`config.mk`:
```
export PLATFORM = sky130hd
export DESIGN_NAME = sram_port_arbiter
export DESIGN_NICKNAME = d
export VERILOG_FILES = /design/src/rtl/sram_arb_pkg.sv /design/src/rtl/rr_arb2.sv /design/src/rtl/sram_port_arbiter.sv
export SDC_FILE = /design/constraint.sdc
export NUM_CORES = 1
export LEC_CHECK = 0
export ABC_AREA = 0
export ABC_CLOCK_PERIOD_IN_PS = 2400
export BUFFER_PORTS_ARGS = -buffer_cell sky130_fd_sc_hd__buf_4
export CAP_MARGIN = 20
export CORE_MARGIN = 8
export CORE_UTILIZATION = 47
export CTS_BUF_LIST = sky130_fd_sc_hd__clkbuf_8
export DETAILED_ROUTE_END_ITERATION = 10
export GPL_TIMING_DRIVEN = 0
export PLACE_DENSITY = 0.95
export SYNTH_ARGS = -nofsm -noshare
export SYNTH_HDL_FRONTEND = slang
export SYNTH_SLANG_ARGS = --single-unit
export TNS_END_PERCENT = 1
```
`constraint.sdc`:
```
create_clock -name clk -period 2.4 [get_ports clk]
set_input_delay 0.48 -clock clk [delete_from_list [all_inputs] [get_ports clk]]
set_output_delay 0.48 -clock clk [all_outputs]
set_load 0.01 [all_outputs]
```
`src/rtl/sram_arb_pkg.sv`:
```
// Shared definitions for the two-requester SRAM port arbiter:
// default widths, FSM state encoding and the requester index type.
package sram_arb_pkg;

  localparam int AW_DEF = 10;
  localparam int DW_DEF = 8;

  typedef enum logic {
    IDLE  = 1'b0,
    ISSUE = 1'b1
  } arb_state_t;

  typedef logic req_idx_t;

  localparam req_idx_t REQ0 = 1'b0;
  localparam req_idx_t REQ1 = 1'b1;

endpackage

```
`src/rtl/rr_arb2.sv`:
```
// Two-way round-robin picker: takes the eligibility mask and the current
// pointer, returns a one-hot grant and the pointer for the next decision.
// The pointer always moves to the requester that did not win, and is left
// untouched when nobody is eligible.
module rr_arb2
  import sram_arb_pkg::*;
(
  input  logic [1:0] elig,
  input  req_idx_t   ptr,
  output logic [1:0] grant,
  output req_idx_t   next_ptr
);

  // Lone eligible requester wins outright; a tie is broken by the pointer
  always_comb begin
    grant    = 2'b00;
    next_ptr = ptr;
    case (elig)
      2'b01: begin
        grant    = 2'b01;
        next_ptr = REQ1;
      end
      2'b10: begin
        grant    = 2'b10;
        next_ptr = REQ0;
      end
      2'b11: begin
        if (ptr == REQ0) begin
          grant    = 2'b01;
          next_ptr = REQ1;
        end else begin
          grant    = 2'b10;
          next_ptr = REQ0;
        end
      end
      default: begin
        grant    = 2'b00;
        next_ptr = ptr;
      end
    endcase
  end

endmodule

```
`src/rtl/sram_port_arbiter.sv`:
```
// Shares one synchronous SRAM port (1-cycle read latency) between two
// requesters. A winner is picked every rising edge; the grant and the SRAM
// command appear together in the following cycle, and read data returns to
// the reader one cycle after that. A requester is ignored on the edge right
// after its grant so it has time to drop or replace its request.
// Optional build macro: SRAM_ARB_STATS_EN adds 16-bit saturating grant
// counters gcnt0 / gcnt1.
module sram_port_arbiter
  import sram_arb_pkg::*;
#(
  parameter int AW = AW_DEF,
  parameter int DW = DW_DEF
) (
  input  logic          clk,
  input  logic          rst_n,
  input  logic          req0,
  input  logic          req1,
  input  logic          we0,
  input  logic          we1,
  input  logic [AW-1:0] ad0,
  input  logic [AW-1:0] ad1,
  input  logic [DW-1:0] in0,
  input  logic [DW-1:0] in1,
  output logic          gnt0,
  output logic          gnt1,
  output logic          rvalid0,
  output logic          rvalid1,
  output logic [DW-1:0] rdata,
  output logic          sram_en,
  output logic          sram_we,
  output logic [AW-1:0] sram_ad,
  output logic [DW-1:0] sram_in,
  input  logic [DW-1:0] sram_out
`ifdef SRAM_ARB_STATS_EN
  ,
  output logic [15:0]   gcnt0,
  output logic [15:0]   gcnt1
`endif
);

  arb_state_t    state;
  req_idx_t      ptr;
  req_idx_t      next_ptr;
  logic [1:0]    gnt_q;
  logic [1:0]    grant;
  logic [1:0]    elig;
  logic          we_q;
  logic [AW-1:0] ad_q;
  logic [DW-1:0] in_q;
  logic [1:0]    rv_q;
  logic [DW-1:0] rdata_q;

  // A requester granted on the previous edge sits out this edge
  assign elig = {req1, req0} & ~gnt_q;

  rr_arb2 u_rr_arb2 (
    .elig     (elig),
    .ptr      (ptr),
    .grant    (grant),
    .next_ptr (next_ptr)
  );

  // Arbitration FSM: registers the grant pulse and the SRAM command of the winner
  always_ff @(posedge clk or negedge rst_n) begin
    if (!rst_n) begin
      state <= IDLE;
      ptr   <= REQ0;
      gnt_q <= 2'b00;
      we_q  <= 1'b0;
      ad_q  <= '0;
      in_q  <= '0;
    end else begin
      state <= (|grant) ? ISSUE : IDLE;
      ptr   <= next_ptr;
      gnt_q <= grant;
      if (grant[0]) begin
        we_q <= we0;
        ad_q <= ad0;
        in_q <= in0;
      end else if (grant[1]) begin
        we_q <= we1;
        ad_q <= ad1;
        in_q <= in1;
      end else begin
        we_q <= 1'b0;
      end
    end
  end

  // Read return: flag the reader one cycle after its read hits the port and latch the data
  always_ff @(posedge clk or negedge rst_n) begin
    if (!rst_n) begin
      rv_q    <= 2'b00;
      rdata_q <= '0;
    end else begin
      rv_q <= (state == ISSUE && !we_q) ? gnt_q : 2'b00;
      if (|rv_q) begin
        rdata_q <= sram_out;
      end
    end
  end

  assign gnt0    = gnt_q[0];
  assign gnt1    = gnt_q[1];
  assign sram_en = (state == ISSUE);
  assign sram_we = we_q;
  assign sram_ad = ad_q;
  assign sram_in = in_q;
  assign rvalid0 = rv_q[0];
  assign rvalid1 = rv_q[1];
  // SRAM data only arrives in the rvalid cycle, so pass it straight through then
  assign rdata   = (|rv_q) ? sram_out : rdata_q;

`ifdef SRAM_ARB_STATS_EN
  // Saturating per-requester grant counters
  always_ff @(posedge clk or negedge rst_n) begin
    if (!rst_n) begin
      gcnt0 <= 16'd0;
      gcnt1 <= 16'd0;
    end else begin
      if (grant[0] && gcnt0 != 16'hFFFF) begin
        gcnt0 <= gcnt0 + 16'd1;
      end
      if (grant[1] && gcnt1 != 16'hFFFF) begin
        gcnt1 <= gcnt1 + 16'd1;
      end
    end
  end
`endif

endmodule

```
* Word level (Yosys, flattened, before mapping)
Index checks and enable logic that the tools add are counted.
** Operators by class
- Equal/unequal tests :: 3
- Mux-type cells :: 13
- Bitwise operators :: 2
- Reductions and logical operators :: 6
** Operators with widths (number)
- 8-bit 2-to-1 mux :: 3
- 10-bit 2-to-1 mux :: 2
- 2-bit case mux with 3 select lines :: 1
- 2-bit == test (second input constant) :: 2
- 1-bit 2-to-1 mux :: 4
- 2-bit 2-to-1 mux :: 2
- 2-bit OR reduction :: 2
- 1-bit case mux with 3 select lines :: 1
- 3-bit nonzero test :: 1
- 2-bit bitwise AND :: 1
- 2-bit by 1-bit == test with 1-bit output (second input constant) :: 1
- 2-bit inverter :: 1
- 2-bit nonzero test :: 1
- 1-bit logical AND :: 1
- 1-bit zero test :: 1
** Storage, ports and cells
- Register bits :: 33
- Input port bits :: 50
- Output and inout bits :: 32
- Word-level logic and storage cells :: 32

* Longest topological paths before layout
- Depth in word-level cells :: 6
- Gate-level depth with buffers :: 5
- Gate-level depth less buffers :: 3

* Cells and area by module
Synthesis repeated with hierarchy kept, for this count alone.
** Unflattened totals
- Cells, all modules :: 115
- Area, all modules :: 1387.6 um2
** Modules (own cells, without submodules)
- sram_port_arbiter :: times used 1, cells an instance 110, area each 1358.8 um2, seq. area each 825.8 um2
- rr_arb2 :: times used 1, cells an instance 5, area each 28.8 um2, seq. area each 0.0 um2

* Worst setup path after synthesis
No wires, ideal clock.
- Path kind :: register to output
- Start :: reg rv_q[1]
- End :: out rdata[0]
- Arrival time :: 1096 ps
- Required time :: 1920 ps
- Setup slack :: 824 ps
- Stages on the path, launching flop included :: 3
- Buffers on the path :: 0
- Cell sequence :: dfrtp_1 nor2_2 mux2_2
** On the way
- Word-level cells in the longest chain between the ends :: 2
** Ends and longest elaborated chain
- start: declaration :: RTL line sram_port_arbiter.sv:50 : logic [1:0] rv_q;
- start signal: assignment :: RTL line sram_port_arbiter.sv:96 : rv_q <= (state == ISSUE && !we_q) ? gnt_q : 2'b00;
- 2-bit OR reduction :: RTL line sram_port_arbiter.sv:112 : assign rdata = (|rv_q) ? sram_out : rdata_q;
- 8-bit 2-to-1 mux
- end: declaration :: RTL line sram_port_arbiter.sv:28 : output logic [DW-1:0] rdata,
No other way between the ends.

* Worst setup path after layout
- Start :: reg rv_q[1]
- End :: out rdata[3]
Same word-level chain as after synthesis.

==> results.md <==
Critical path:
- STA classifies the critical path startpoint as a flop.
- The signal on the critical path passes through nor2_2 -> mux2_2 -> buf_4.
- The kind of cell with the highest combined delay along the critical path is multiplexers.
- Counting both buffers and inverters, the worst setup path holds a total of 1.
- The worst-path maximum fanout is 8.
- The arrival time of the worst setup path is around 1.6 ns.
- The setup slack on the worst flop-to-flop path is between 0.9 and 1 ns.
- The endpoint identified for the worst register-to-register timing path is sram_in[5].
- Measured in cells, the most critical reg-to-reg path has a length of 4.
- The maximum single-stage delay on the critical path is around 0.4 ns.
- The kind of capture point of the worst setup path is an output port.
- For the worst setup path, the data required time is roughly 1.9 ns.
- The beginning of the worst register-to-register path is gnt_q[0].
- For this design, the slowest cell found on the critical path is sky130_fd_sc_hd__mux2_2.
- By startpoint and endpoint, the worst setup path is classified as flop to output port.

STA:
- The hold violation total from the final report is 0.
- The upper clock frequency limit is between 400 and 500 MHz.
- Setup repair after global routing left no endpoint under its margin.
- The final setup violation count is 0.
- The setup TNS is 0 ns.
- The relative slew slack is 0.7319.
- The time the final worst path needs with I/O delays and setup is 2.049 ns.
- The setup clock skew after layout is 0.009277 ns.
- In the finished design, the share of the clock period the worst path needs comes to 0.8537.
- At the pin with the least slew margin, the transition time is between 0.4 and 0.5 ns.
- The total count of max-transition violations in the final report is 0.

Clock tree:
- The TritonCTS clock tree is yes.
- In this run the number of H-tree levels came out at 2.
- The number of sinks handled by clock tree synthesis is 33.
- Clock tree synthesis inserted a total of 5 buffers.
- The root buffer cell is sky130_fd_sc_hd__clkbuf_8.
- The insertion delay to the later sink of the worst-skew pair is around 0.29 ns.
- Once the clock tree was built, the resizer swapped 0 gates to a different size.
- Post-CTS timing repair inserted 0 buffers for setup.
- The hold buffer count at cts is 0.
- After clock tree synthesis, the clock-pin slew on the worst setup and hold paths is 0.07 ns.
- The number of buffers on the longest clock path is 2.

Global routing:
- Across every metal layer, demand over resource in global routing totals 0.1687.
- The wire length of the first global-routing pass is roughly 6700 um.
- The initial antenna violation count is 0.
- The total overflow left after global routing is 0.
- The via count of the first global-routing pass is ~1,400.
- The maximum number of pins on one net before global-route repair is 34.

Hold path:
- The classification of the worst-slack hold path is input pin to async pin.

Placement:
- The total half-perimeter wirelength after legalization and detailed placement is 3278 um.
- The number of port buffers is 81.
- Once placement finished, the instance area stood at ~2100 sq um.
- The congestion estimate from routability-driven global placement came to roughly 0.71.

Route:
- Detailed routing placed a total of 2065 um of wire on met2.
- Using the TritonRoute via totals, the vias-per-cell ratio works out to ~5.6.
- The average wire per standard cell is 18.48 um.
- Before antenna repair, the detailed router went through 6 iterations.
- The number of DRC violations after detailed-routing iteration 0 is approximately 60.
- The topmost layer with routed signal wires is met4.
- The routed metal-1 wirelength is 1572 um.
- In the detailed route, the total length drawn on met3 is about 410 um.
- For this block, the via count after detailed routing is about 1,200.
- In this run the remaining antenna-violating nets after routing total 0.
- After detailed routing, the number of remaining DRC violations is 0.
- The routed wire length is 4083 um.

Cells and area:
- Counting the fill cells in the layout gives 216.
- The antenna cell count is 0.
- The signed area change from the synthesized netlist to the final layout is 51.59%.
- The finished cells cover between 2000 and 2500 sq um.
- The layout net count is 237.
- Of the cells placed in the final design, the portion with a size suffix greater than 1 is 0.5904.

Yosys:
- The biggest area contributor in the post-synthesis netlist is sky130_fd_sc_hd__dfrtp_1.
- The share of Yosys cell area claimed by the top area cell type is 0.5820.
- The total nets after synthesis is 149.
- The number of distinct library cells after synthesis is 19.
- After synthesis, the mean cell area works out to around 14 sq um.
- Of the synthesized area, sequential elements account for 0.5820.
- Ranked by total cell area, the synthesized netlist is headed by sky130_fd_sc_hd__dfrtp_1, sky130_fd_sc_hd__a221o_1, sky130_fd_sc_hd__nor3b_1, sky130_fd_sc_hd__mux2_2, sky130_fd_sc_hd__buf_6.
- Synthesis inferred 33 register bits.
- The synthesized cell area is around 1400 sq um.
- The synthesized instance count is 99.
- The Yosys warning count is 0.

Floorplanning:
- The area of the die is 5033 sq um.
- After floorplanning, the core was sized to cover about 3000 sq um.
- The die is just over 70 um wide.
- The die is between 70 and 80 um tall.
- Pin placement for this block handled 82 I/O pins.
- The initial standard-cell utilization of the core is 0.4805.
- The floorplan has 20 rows.

Power and ir drop:
- Power spread over the standard cell area amounts to between 900 and 1000 nW/um^2.
- The largest voltage drop on the vdd net is ~0.54 mV.
- In this run the static leakage power is 1.051 nW.

Outcome:
- The flow ran to the end, and the final reports show no timing, DRC or antenna violations.

Job:
- The number of max-capacitance violations reported is 0.
## worst register-to-register path: cells and delay by family, from the launching register on
kind | cells | cell delay, ns
AO/OA/AOI/OAI | 2 | 0.56
buffers and inverters | 1 | 0.14
flip-flops | 1 | 0.41
AND/OR/NAND/NOR | 1 | 0.18
## cell families after synthesis
| logic type | count (synthesis) | synth area share |
|---|---|---|
| mux | 8 | 0.06349 |
| buf+inv | 8 | 0.04585 |
| flops | 33 | 0.5820 |
| compound gates | 24 | 0.1649 |
| simple gates | 26 | 0.1437 |
## per-stage QoR
stage | setup WS [ns] | hold slack, ns | total power (W) | util | instances
floorplan | 0.8243 | 0.1844 | 0.001175 | - | 99
CTS | 0.3193 | 0.1319 | 0.001981 | 0.7284 | 221
detailed placement | 0.6273 | 0.4461 | 0.001586 | 0.7004 | 213
global route | 0.2770 | 0.1499 | 0.002075 | 0.7284 | 221
global placement | 0.6907 | 0.4310 | 0.001540 | 0.7004 | 213
finish | 0.3512 | 0.1167 | 0.001955 | 0.7284 | 221
## cell type report
class                   instances  area (sq um)  share of cell area
plain buffers                   8         65.06             0.03025
clock buffers                   5         68.82             0.03200
flip-flops and latches         33         825.8              0.3839
well taps                      33         41.29             0.01920
repair buffers                 81         608.1              0.2827
multi-input cells              58         528.0              0.2455
clock inverters                 3         13.76            0.006399
## state kept, by name (all words and copies together) (netlist names)
signal / count
sram_ad: 10
sram_en: 1
gnt_q: 2
sram_we: 1
rdata_q: 8
ptr: 1
sram_in: 8
rv_q: 2
## routing by layer
layer  GRT usage  up-vias
met4     0.04157        0
met3     0.08757        4
met2      0.2915       66
met1      0.1761      603
met5           0        -
li1            -      556
## power by group
part / internal, W / switching (W)
Clock: 0.000196 / 0.000196
Sequential: 0.000719 / 0.0000840
Combinational: 0.000437 / 0.000323
Total: 0.00135 / 0.000603
## layout by cell type, fill, tap and decap left out
master                     Yosys  routed
sky130_fd_sc_hd__nor2_2        1       1
sky130_fd_sc_hd__clkinv_2      0       2
sky130_fd_sc_hd__mux2_2        8       8
sky130_fd_sc_hd__a21oi_1       1       1
sky130_fd_sc_hd__o211ai_1      1       1
sky130_fd_sc_hd__buf_2         4       4
sky130_fd_sc_hd__and2b_4       1       1
sky130_fd_sc_hd__o21a_4        1       1
sky130_fd_sc_hd__and3b_1       1       1
sky130_fd_sc_hd__buf_6         4       4
sky130_fd_sc_hd__and3b_2       1       1
sky130_fd_sc_hd__a221o_1      18      18
sky130_fd_sc_hd__or2b_1        1       1
sky130_fd_sc_hd__nor2b_2       1       1
sky130_fd_sc_hd__clkbuf_8      0       5
sky130_fd_sc_hd__dfrtp_1      33      33
sky130_fd_sc_hd__inv_1         0       1
sky130_fd_sc_hd__buf_4         0      81
sky130_fd_sc_hd__nand2b_4      1       1
sky130_fd_sc_hd__nor3b_1      18      18
sky130_fd_sc_hd__a21oi_4       1       1
sky130_fd_sc_hd__o21ai_0       2       2
sky130_fd_sc_hd__nor2_1        1       1
## how the worst max path moves through the flow
stage / startpoint / end / slack [ns] / cells past startpoint
5_1_grt: rv_q[1] / rdata[2] / 0.28 / 3
6_report: rv_q[1] / rdata[3] / 0.35 / 3
3_5_place_dp: rv_q[1] / rdata[3] / 0.63 / 3
2_1_floorplan: rv_q[1] / rdata[0] / 0.82 / 2
4_1_cts: rv_q[1] / rdata[3] / 0.32 / 3
3_3_place_gp: rv_q[1] / rdata[2] / 0.69 / 3
## cells in the mapped netlist
master	n
sky130_fd_sc_hd__a221o_1	18
sky130_fd_sc_hd__a21oi_1	1
sky130_fd_sc_hd__and2b_4	1
sky130_fd_sc_hd__nor2_2	1
sky130_fd_sc_hd__or2b_1	1
sky130_fd_sc_hd__mux2_2	8
sky130_fd_sc_hd__nor2_1	1
sky130_fd_sc_hd__nand2b_4	1
sky130_fd_sc_hd__and3b_2	1
sky130_fd_sc_hd__o21a_4	1
sky130_fd_sc_hd__nor3b_1	18
sky130_fd_sc_hd__dfrtp_1	33
sky130_fd_sc_hd__and3b_1	1
sky130_fd_sc_hd__o21ai_0	2
sky130_fd_sc_hd__buf_2	4
sky130_fd_sc_hd__a21oi_4	1
sky130_fd_sc_hd__o211ai_1	1
sky130_fd_sc_hd__nor2b_2	1
sky130_fd_sc_hd__buf_6	4
(Power assumes the default switching activity.)
